===== src/rtl/clos_cfg_alloc.sv =====
// clos_cfg_alloc
//   Path allocator and configuration controller for the 5-port data Clos
//   switch (5 input modules, MN centre modules, no output modules).
//   A route request on input dir d / VC k (slot s = d*NN+k) is bound to the
//   lowest centre module m whose IM link d->m and whose output toward the
//   requested direction are both free. m is the output VC. The path stays
//   configured until released.
// Ports
//   clk, rst          clock, synchronous active-high reset
//   req[d][k]         route request, held until gnt/nack
//   req_dst[d][k]     requested output dir (0=S 1=W 2=N 3=E 4=L)
//   rel[d][k]         release pulse, tears down that slot's path
//   gnt / nack        one-cycle grant / reject (illegal turn) pulse per slot
//   gnt_cm            one-hot CM of the current grant, else 0
//   imcfg[d][m][k]    IM d connects input VC k to CM m
//   s/n/w/e/lcfg[m]   CM m output select, one-hot over its legal inputs
//   busy              allocator FSM not idle
module clos_cfg_alloc #(
  parameter int MN = 2,
  parameter int NN = 2
) (
  input  logic                          clk,
  input  logic                          rst,
  input  logic [4:0][NN-1:0]            req,
  input  logic [4:0][NN-1:0][2:0]       req_dst,
  input  logic [4:0][NN-1:0]            rel,
  output logic [4:0][NN-1:0]            gnt,
  output logic [4:0][NN-1:0]            nack,
  output logic [MN-1:0]                 gnt_cm,
  output logic [4:0][MN-1:0][NN-1:0]    imcfg,
  output logic [MN-1:0][1:0]            scfg,
  output logic [MN-1:0][1:0]            ncfg,
  output logic [MN-1:0][3:0]            wcfg,
  output logic [MN-1:0][3:0]            ecfg,
  output logic [MN-1:0][3:0]            lcfg,
  output logic                          busy
);
  localparam int unsigned NS = 5 * NN;
  localparam int unsigned SW = $clog2(NS);
  localparam int unsigned CW = (MN > 1) ? $clog2(MN) : 1;

  typedef enum logic [2:0] {IDLE, ARB, SEARCH, COMMIT, NACK} state_e;

  state_e        state_q;
  logic [SW-1:0] rr_q;
  logic [SW-1:0] slot_q;
  logic [2:0]    dir_q;
  logic [2:0]    dst_q;
  logic [CW-1:0] cm_sel_q;
  logic [NS-1:0] valid_q;
  logic [CW-1:0] tab_cm_q  [NS];
  logic [2:0]    tab_dst_q [NS];
  logic [NS-1:0] gnt_q;
  logic [NS-1:0] nack_q;
  logic [MN-1:0] gnt_cm_q;

  logic [NS-1:0]      req_f;
  logic [NS-1:0]      rel_f;
  logic [NS-1:0][2:0] dst_f;
  logic [NS-1:0]      cand;
  logic [SW-1:0]      next_rr;

  assign req_f   = req;
  assign rel_f   = rel;
  assign dst_f   = req_dst;
  assign cand    = req_f & ~valid_q;
  assign next_rr = (slot_q == SW'(NS - 1)) ? '0 : slot_q + 1'b1;

  // {legal, bit position} of input dir d inside the cfg vector of output o
  function automatic logic [2:0] turn_bit(input logic [2:0] o, input logic [2:0] d);
    logic [2:0] r;
    r = '0;
    case (o)
      3'd0: begin
        case (d) 3'd2: r = 3'b100; 3'd4: r = 3'b101; default: r = '0; endcase
      end
      3'd1: begin
        case (d) 3'd0: r = 3'b100; 3'd2: r = 3'b101; 3'd3: r = 3'b110; 3'd4: r = 3'b111; default: r = '0; endcase
      end
      3'd2: begin
        case (d) 3'd0: r = 3'b100; 3'd4: r = 3'b101; default: r = '0; endcase
      end
      3'd3: begin
        case (d) 3'd0: r = 3'b100; 3'd1: r = 3'b101; 3'd2: r = 3'b110; 3'd4: r = 3'b111; default: r = '0; endcase
      end
      3'd4: begin
        case (d) 3'd0: r = 3'b100; 3'd1: r = 3'b101; 3'd2: r = 3'b110; 3'd3: r = 3'b111; default: r = '0; endcase
      end
      default: r = '0;
    endcase
    return r;
  endfunction

  function automatic logic turn_legal(input logic [2:0] o, input logic [2:0] d);
    logic [2:0] r;
    r = turn_bit(o, d);
    return r[2];
  endfunction

  // Round-robin pick: first requesting, unallocated slot at/after rr_q
  logic          arb_found;
  logic [SW-1:0] arb_slot;
  logic [2:0]    arb_dir;
  always_comb begin
    int unsigned s;
    arb_found = 1'b0;
    arb_slot  = '0;
    arb_dir   = '0;
    s         = 0;
    for (int unsigned i = 0; i < NS; i++) begin
      s = (32'(rr_q) + i) % NS;
      if (!arb_found && cand[s]) begin
        arb_found = 1'b1;
        arb_slot  = SW'(s);
        arb_dir   = 3'(s / NN);
      end
    end
  end

  // Lowest CM with both the IM link and the target output unused
  logic          srch_found;
  logic [CW-1:0] srch_cm;
  always_comb begin
    logic [MN-1:0] link_busy;
    logic [MN-1:0] out_busy;
    link_busy  = '0;
    out_busy   = '0;
    srch_found = 1'b0;
    srch_cm    = '0;
    for (int unsigned s = 0; s < NS; s++) begin
      if (valid_q[s]) begin
        if (3'(s / NN) == dir_q)    link_busy[tab_cm_q[s]] = 1'b1;
        if (tab_dst_q[s] == dst_q)  out_busy[tab_cm_q[s]]  = 1'b1;
      end
    end
    for (int unsigned m = 0; m < MN; m++) begin
      if (!srch_found && !link_busy[m] && !out_busy[m]) begin
        srch_found = 1'b1;
        srch_cm    = CW'(m);
      end
    end
  end

  // Switch configuration is a pure function of the allocation table
  always_comb begin
    logic [2:0] tbit;
    imcfg = '0;
    scfg  = '0;
    ncfg  = '0;
    wcfg  = '0;
    ecfg  = '0;
    lcfg  = '0;
    tbit  = '0;
    for (int unsigned s = 0; s < NS; s++) begin
      tbit = turn_bit(tab_dst_q[s], 3'(s / NN));
      if (valid_q[s] && tbit[2]) begin
        imcfg[s / NN][tab_cm_q[s]][s % NN] = 1'b1;
        case (tab_dst_q[s])
          3'd0:    scfg[tab_cm_q[s]][tbit[0]]   = 1'b1;
          3'd1:    wcfg[tab_cm_q[s]][tbit[1:0]] = 1'b1;
          3'd2:    ncfg[tab_cm_q[s]][tbit[0]]   = 1'b1;
          3'd3:    ecfg[tab_cm_q[s]][tbit[1:0]] = 1'b1;
          3'd4:    lcfg[tab_cm_q[s]][tbit[1:0]] = 1'b1;
          default: ;
        endcase
      end
    end
  end

  always_ff @(posedge clk) begin
    if (rst) begin
      state_q  <= IDLE;
      rr_q     <= '0;
      slot_q   <= '0;
      dir_q    <= '0;
      dst_q    <= '0;
      cm_sel_q <= '0;
      valid_q  <= '0;
      gnt_q    <= '0;
      nack_q   <= '0;
      gnt_cm_q <= '0;
      for (int unsigned s = 0; s < NS; s++) begin
        tab_cm_q[s]  <= '0;
        tab_dst_q[s] <= '0;
      end
    end else begin
      gnt_q    <= '0;
      nack_q   <= '0;
      gnt_cm_q <= '0;
      // Releases only hit allocated slots; the slot in COMMIT is never
      // allocated, so both updates can land on the same edge.
      for (int unsigned s = 0; s < NS; s++) begin
        if (rel_f[s] && valid_q[s]) valid_q[s] <= 1'b0;
      end
      case (state_q)
        IDLE: if (|cand) state_q <= ARB;
        ARB: begin
          if (arb_found) begin
            slot_q  <= arb_slot;
            dir_q   <= arb_dir;
            dst_q   <= dst_f[arb_slot];
            state_q <= SEARCH;
          end else begin
            state_q <= IDLE;
          end
        end
        SEARCH: begin
          if (!turn_legal(dst_q, dir_q)) begin
            state_q <= NACK;
          end else if (srch_found) begin
            cm_sel_q <= srch_cm;
            state_q  <= COMMIT;
          end else begin
            rr_q    <= next_rr;
            state_q <= IDLE;
          end
        end
        COMMIT: begin
          if (req_f[slot_q]) begin
            valid_q[slot_q]   <= 1'b1;
            tab_cm_q[slot_q]  <= cm_sel_q;
            tab_dst_q[slot_q] <= dst_q;
            gnt_q[slot_q]     <= 1'b1;
            gnt_cm_q[cm_sel_q] <= 1'b1;
          end
          rr_q    <= next_rr;
          state_q <= IDLE;
        end
        NACK: begin
          nack_q[slot_q] <= 1'b1;
          rr_q           <= next_rr;
          state_q        <= IDLE;
        end
        default: state_q <= IDLE;
      endcase
    end
  end

  assign gnt    = gnt_q;
  assign nack   = nack_q;
  assign gnt_cm = gnt_cm_q;
  assign busy   = (state_q != IDLE);

endmodule


===== config.mk =====
export PLATFORM = sky130hd
export DESIGN_NAME = clos_cfg_alloc
export DESIGN_NICKNAME = d
export VERILOG_FILES = /design/src/rtl/clos_cfg_alloc.sv
export SDC_FILE = /design/constraint.sdc
export NUM_CORES = 1
export LEC_CHECK = 0
export ABC_CLOCK_PERIOD_IN_PS = 5400
export CAP_MARGIN = 20
export CORE_ASPECT_RATIO = 1.5
export CORE_UTILIZATION = 51
export DETAILED_ROUTE_END_ITERATION = 6
export PLACE_DENSITY = 0.77
export SYNTH_ARGS = -nofsm -noshare
export SYNTH_HDL_FRONTEND = slang
export SYNTH_SLANG_ARGS = --single-unit

===== constraint.sdc =====
create_clock -name clk -period 5.4 [get_ports clk]
set_clock_uncertainty 0.05 [all_clocks]
set_input_delay 0.81 -clock clk [delete_from_list [all_inputs] [get_ports clk]]
set_output_delay 0.81 -clock clk [all_outputs]
set_load 0.005 [all_outputs]

==> flow_summary.json, run 1 <==
{
  "dieArea_mm2": 0.0180,
  "place.port_buffers": 126,
  "numCtsBuffers": 9,
  "synthAdderAreaFrac_pct": 5.53,
  "gp_congestion": 1.00,
  "post_cts_buffers": 0,
  "clock_latency_ns": 0.36,
  "synth.avg_cell_area_um2": 8.01,
  "slew_violations": 0,
  "netlist_area_mm2": 0.00889,
  "layout_common_cells": "126 x nor2_1, 126 x clkdlybuf4s50_1, 85 x nand2_1, 47 x dfxtp_1, 45 x buf_4",
  "critical_path_buf_inv_count": 3,
  "die_y_um": 164,
  "ff_latch_area_mm2": 0.00214,
  "fin_setup_tns_ns": 0,
  "ys_warn_count": 0,
  "coreArea_mm2": 0.0169,
  "p_per_area_mw_per_mm2": 559,
  "max_stage_delay_ns": 0.50,
  "cts.sinks": 87,
  "ys_seq_area_share_pct": 24.1,
  "synth-main-ff-cell": "dfxtp_1",
  "drtAntennaViolNets": 0,
  "synth_edf_count": 40,
  "drt-initial-drc-count": 628,
  "synth.area.mux_share_pct": 7.51,
  "fp-row-count": 58,
  "hold-worst-slack_ns": 0.463,
  "multi_input_area_mm2": 0.00634,
  "finalNetCount": 1321,
  "required_ns": 5.58,
  "grt_pass1_vias": 9446,
  "design_area_mm2": 0.0109,
  "slew_headroom_pct": 39.3,
  "criticalPathCategory": "register to register",
  "ys_ff_latch": 87,
  "critical_path.max_fanout": 13,
  "synth-simple-area-share_pct": 26.5,
  "hold_violations": 0,
  "die_w_um": 110,
  "fmax_mhz": 197,
  "synth-compound-area-share_pct": 25.0,
  "cap_violations": 0,
  "fill_cells": 1465,
  "ios": 127,
  "grt_pass1_wl_um": 48800,
  "place_area_mm2": 0.0105,
  "hpwlAfterDp_um": 23900,
  "synth_cells": 1110,
  "hold_class": "register to register",
  "finalSetupViolCount": 0,
  "cts_tree": "built",
  "irDropWorstVdd_v": 0.000507,
  "grt_use_total_pct": 35.4,
  "end_kind": "register",
  "cts_max_level": 3,
  "antenna_found_initial": 0,
  "post_cts_resized": 0,
  "drive_gt1_share_pct": 12.2,
  "cts_max_path_buffers": 2,
  "syn_nets": 1198,
  "n_antenna_cell": 0,
  "synth_xor_area_share_pct": 5.98,
  "overflow": 0,
  "syn2layout_area_growth_pct": 22.0,
  "period_needed_ns": 5.07,
  "clkTransAtPathRegs_ns": 0.07,
  "crit_arrival_ns": 5.24,
  "ys_types": 110,
  "cpLargestDelayFamily": "compound AO/OA/AOI/OAI gates",
  "synth_top_family_by_area": "simple AND/OR/NAND/NOR gates",
  "grt_max_degree": 40,
  "period_share_pct": 93.8,
  "tightest_slew_ns": 0.886,
  "initial_utilization_pct": 52.6,
  "wl_um": 31100,
  "synth_async_sr_flop_share_pct": 0,
  "slowest_stage": "mux4_2",
  "place_ws_ns": 0.0750,
  "dr.pass1.iters": 7,
  "crit_path_start_kind": "register",
  "path_cells": "buf_4 -> ha_1 -> buf_4 -> or2_2 -> o21ai_0 -> nor2_1 -> ha_1 -> inv_1 -> mux4_2 -> a21boi_1 -> a311oi_1 -> nor2b_2 -> nand3_2 -> nor3_4 -> a211o_2 -> nand2_4 -> mux2_2 -> o211ai_1 -> o221ai_2",
  "vias_per_cell": 6.58,
  "wire_per_inst_um": 21.5,
  "num_vias": 9532,
  "root_buffer": "clkbuf_16",
  "rsz0062_at_grt": "false",
  "worst_slack_ns": 0.335,
  "outcome": "finished clean",
  "ctsHoldBuffers": 0,
  "drc": 0,
  "leakage_uw": 0.00410
}
==> worst paths after layout <==
path | slack, ns | depth (start not counted) | from | endpoint
min reg2reg | 0.46 | 1 | cm_sel_q | gnt_cm[0]
min | 0.46 | 1 | cm_sel_q | gnt_cm[0]
max reg2reg | 0.33 | 19 | rr_q[2] | dst_q[0]
max | 0.33 | 19 | rr_q[2] | dst_q[0]
==> synth_stat cells, types with 10 or more instances <==
cell type	number	area, um^2
nor2_1	127	477
nand2_1	86	323
dfxtp_1	47	941
a21oi_1	45	225
o22ai_1	44	275
xnor2_1	41	359
edfxtp_1	40	1200
o21ai_0	40	200
inv_1	38	143
ha_1	36	450
mux2i_1	35	350
nand3_1	31	155
clkbuf_1	30	113
nand2b_1	29	181
nor3_1	27	135
nor4_1	26	163
nor2b_1	19	119
a31oi_1	18	113
and2_1	17	106
nand3b_1	16	120
xor2_1	16	140
and3_1	14	87.6
mux2_2	13	146
o211ai_1	12	90.1
or2_2	11	68.8
a211oi_1	10	75.1
==> kinds of logic after synthesis <==
| family | after synthesis |
|---|---|
| AOI/OAI and AO/OA | 305 |
| buffers and inverters | 109 |
| and+or+nand+nor | 454 |
| muxes | 56 |
| xor gates and xnor gates | 59 |
| DFF | 87 |
| adders and majority gates | 40 |
==> flip-flops by register name, indices dropped and copies added, names as in the netlist <==
name	count
cm_sel_q	1
dst_q	3
gnt	10
gnt_cm	2
nack	10
rr_q	4
slot_q	4
state_q	3
tab_cm_q	10
tab_dst_q	30
valid_q	10
==> metrics by stage <==
stage / instances / util (%) / total power, uW
5_1_grt: 1448 / 64.2 / 6480
3_5_place_dp: 1432 / 62.0 / 5250
3_3_place_gp: 1432 / 62.0 / 5220
6_report: 1448 / 64.2 / 6070
2_1_floorplan: 1110 / - / 4150
4_1_cts: 1448 / 63.7 / 5890
==> per-layer routing <==
| metal | vias to the layer above | wire, um | global-route usage (%) |
|---|---|---|---|
| met3 | 141 | 2030 | 7.22 |
| met4 | 0 | 1960 | 24.1 |
| li1 | 4404 | - | - |
| met1 | 4548 | 11100 | 36.1 |
| met2 | 439 | 16000 | 63.4 |
| met5 | - | 0 | 0 |
==> power by group <==
group / internal, uW / total [uW] / switching (uW)
Combinational: 1870 / 4580 / 2710
Clock: 326 / 630 / 304
Sequential: 743 / 856 / 113
==> cell type report <==
class,instances,share of cell area [%]
tap,210,2.42
sequential,87,19.7
clock buffer,9,2.08
clock inverter,7,0.669
timing repair buffer,172,14.9
multi-input combinational,914,58.5
inverter,49,1.72
Note: power is estimated with default switching activity, not from simulation.
==> run 2: changes to the inputs <==
--- a/config.mk
+++ b/config.mk
@@ -11,6 +11,7 @@
 export CORE_UTILIZATION = 51
 export DETAILED_ROUTE_END_ITERATION = 6
 export PLACE_DENSITY = 0.77
+export SKIP_LAST_GASP = 1
 export SYNTH_ARGS = -nofsm -noshare
 export SYNTH_HDL_FRONTEND = slang
 export SYNTH_SLANG_ARGS = --single-unit
==> results of run 2 <==
Final layout, timing and power as in run 1 (identical DEF).
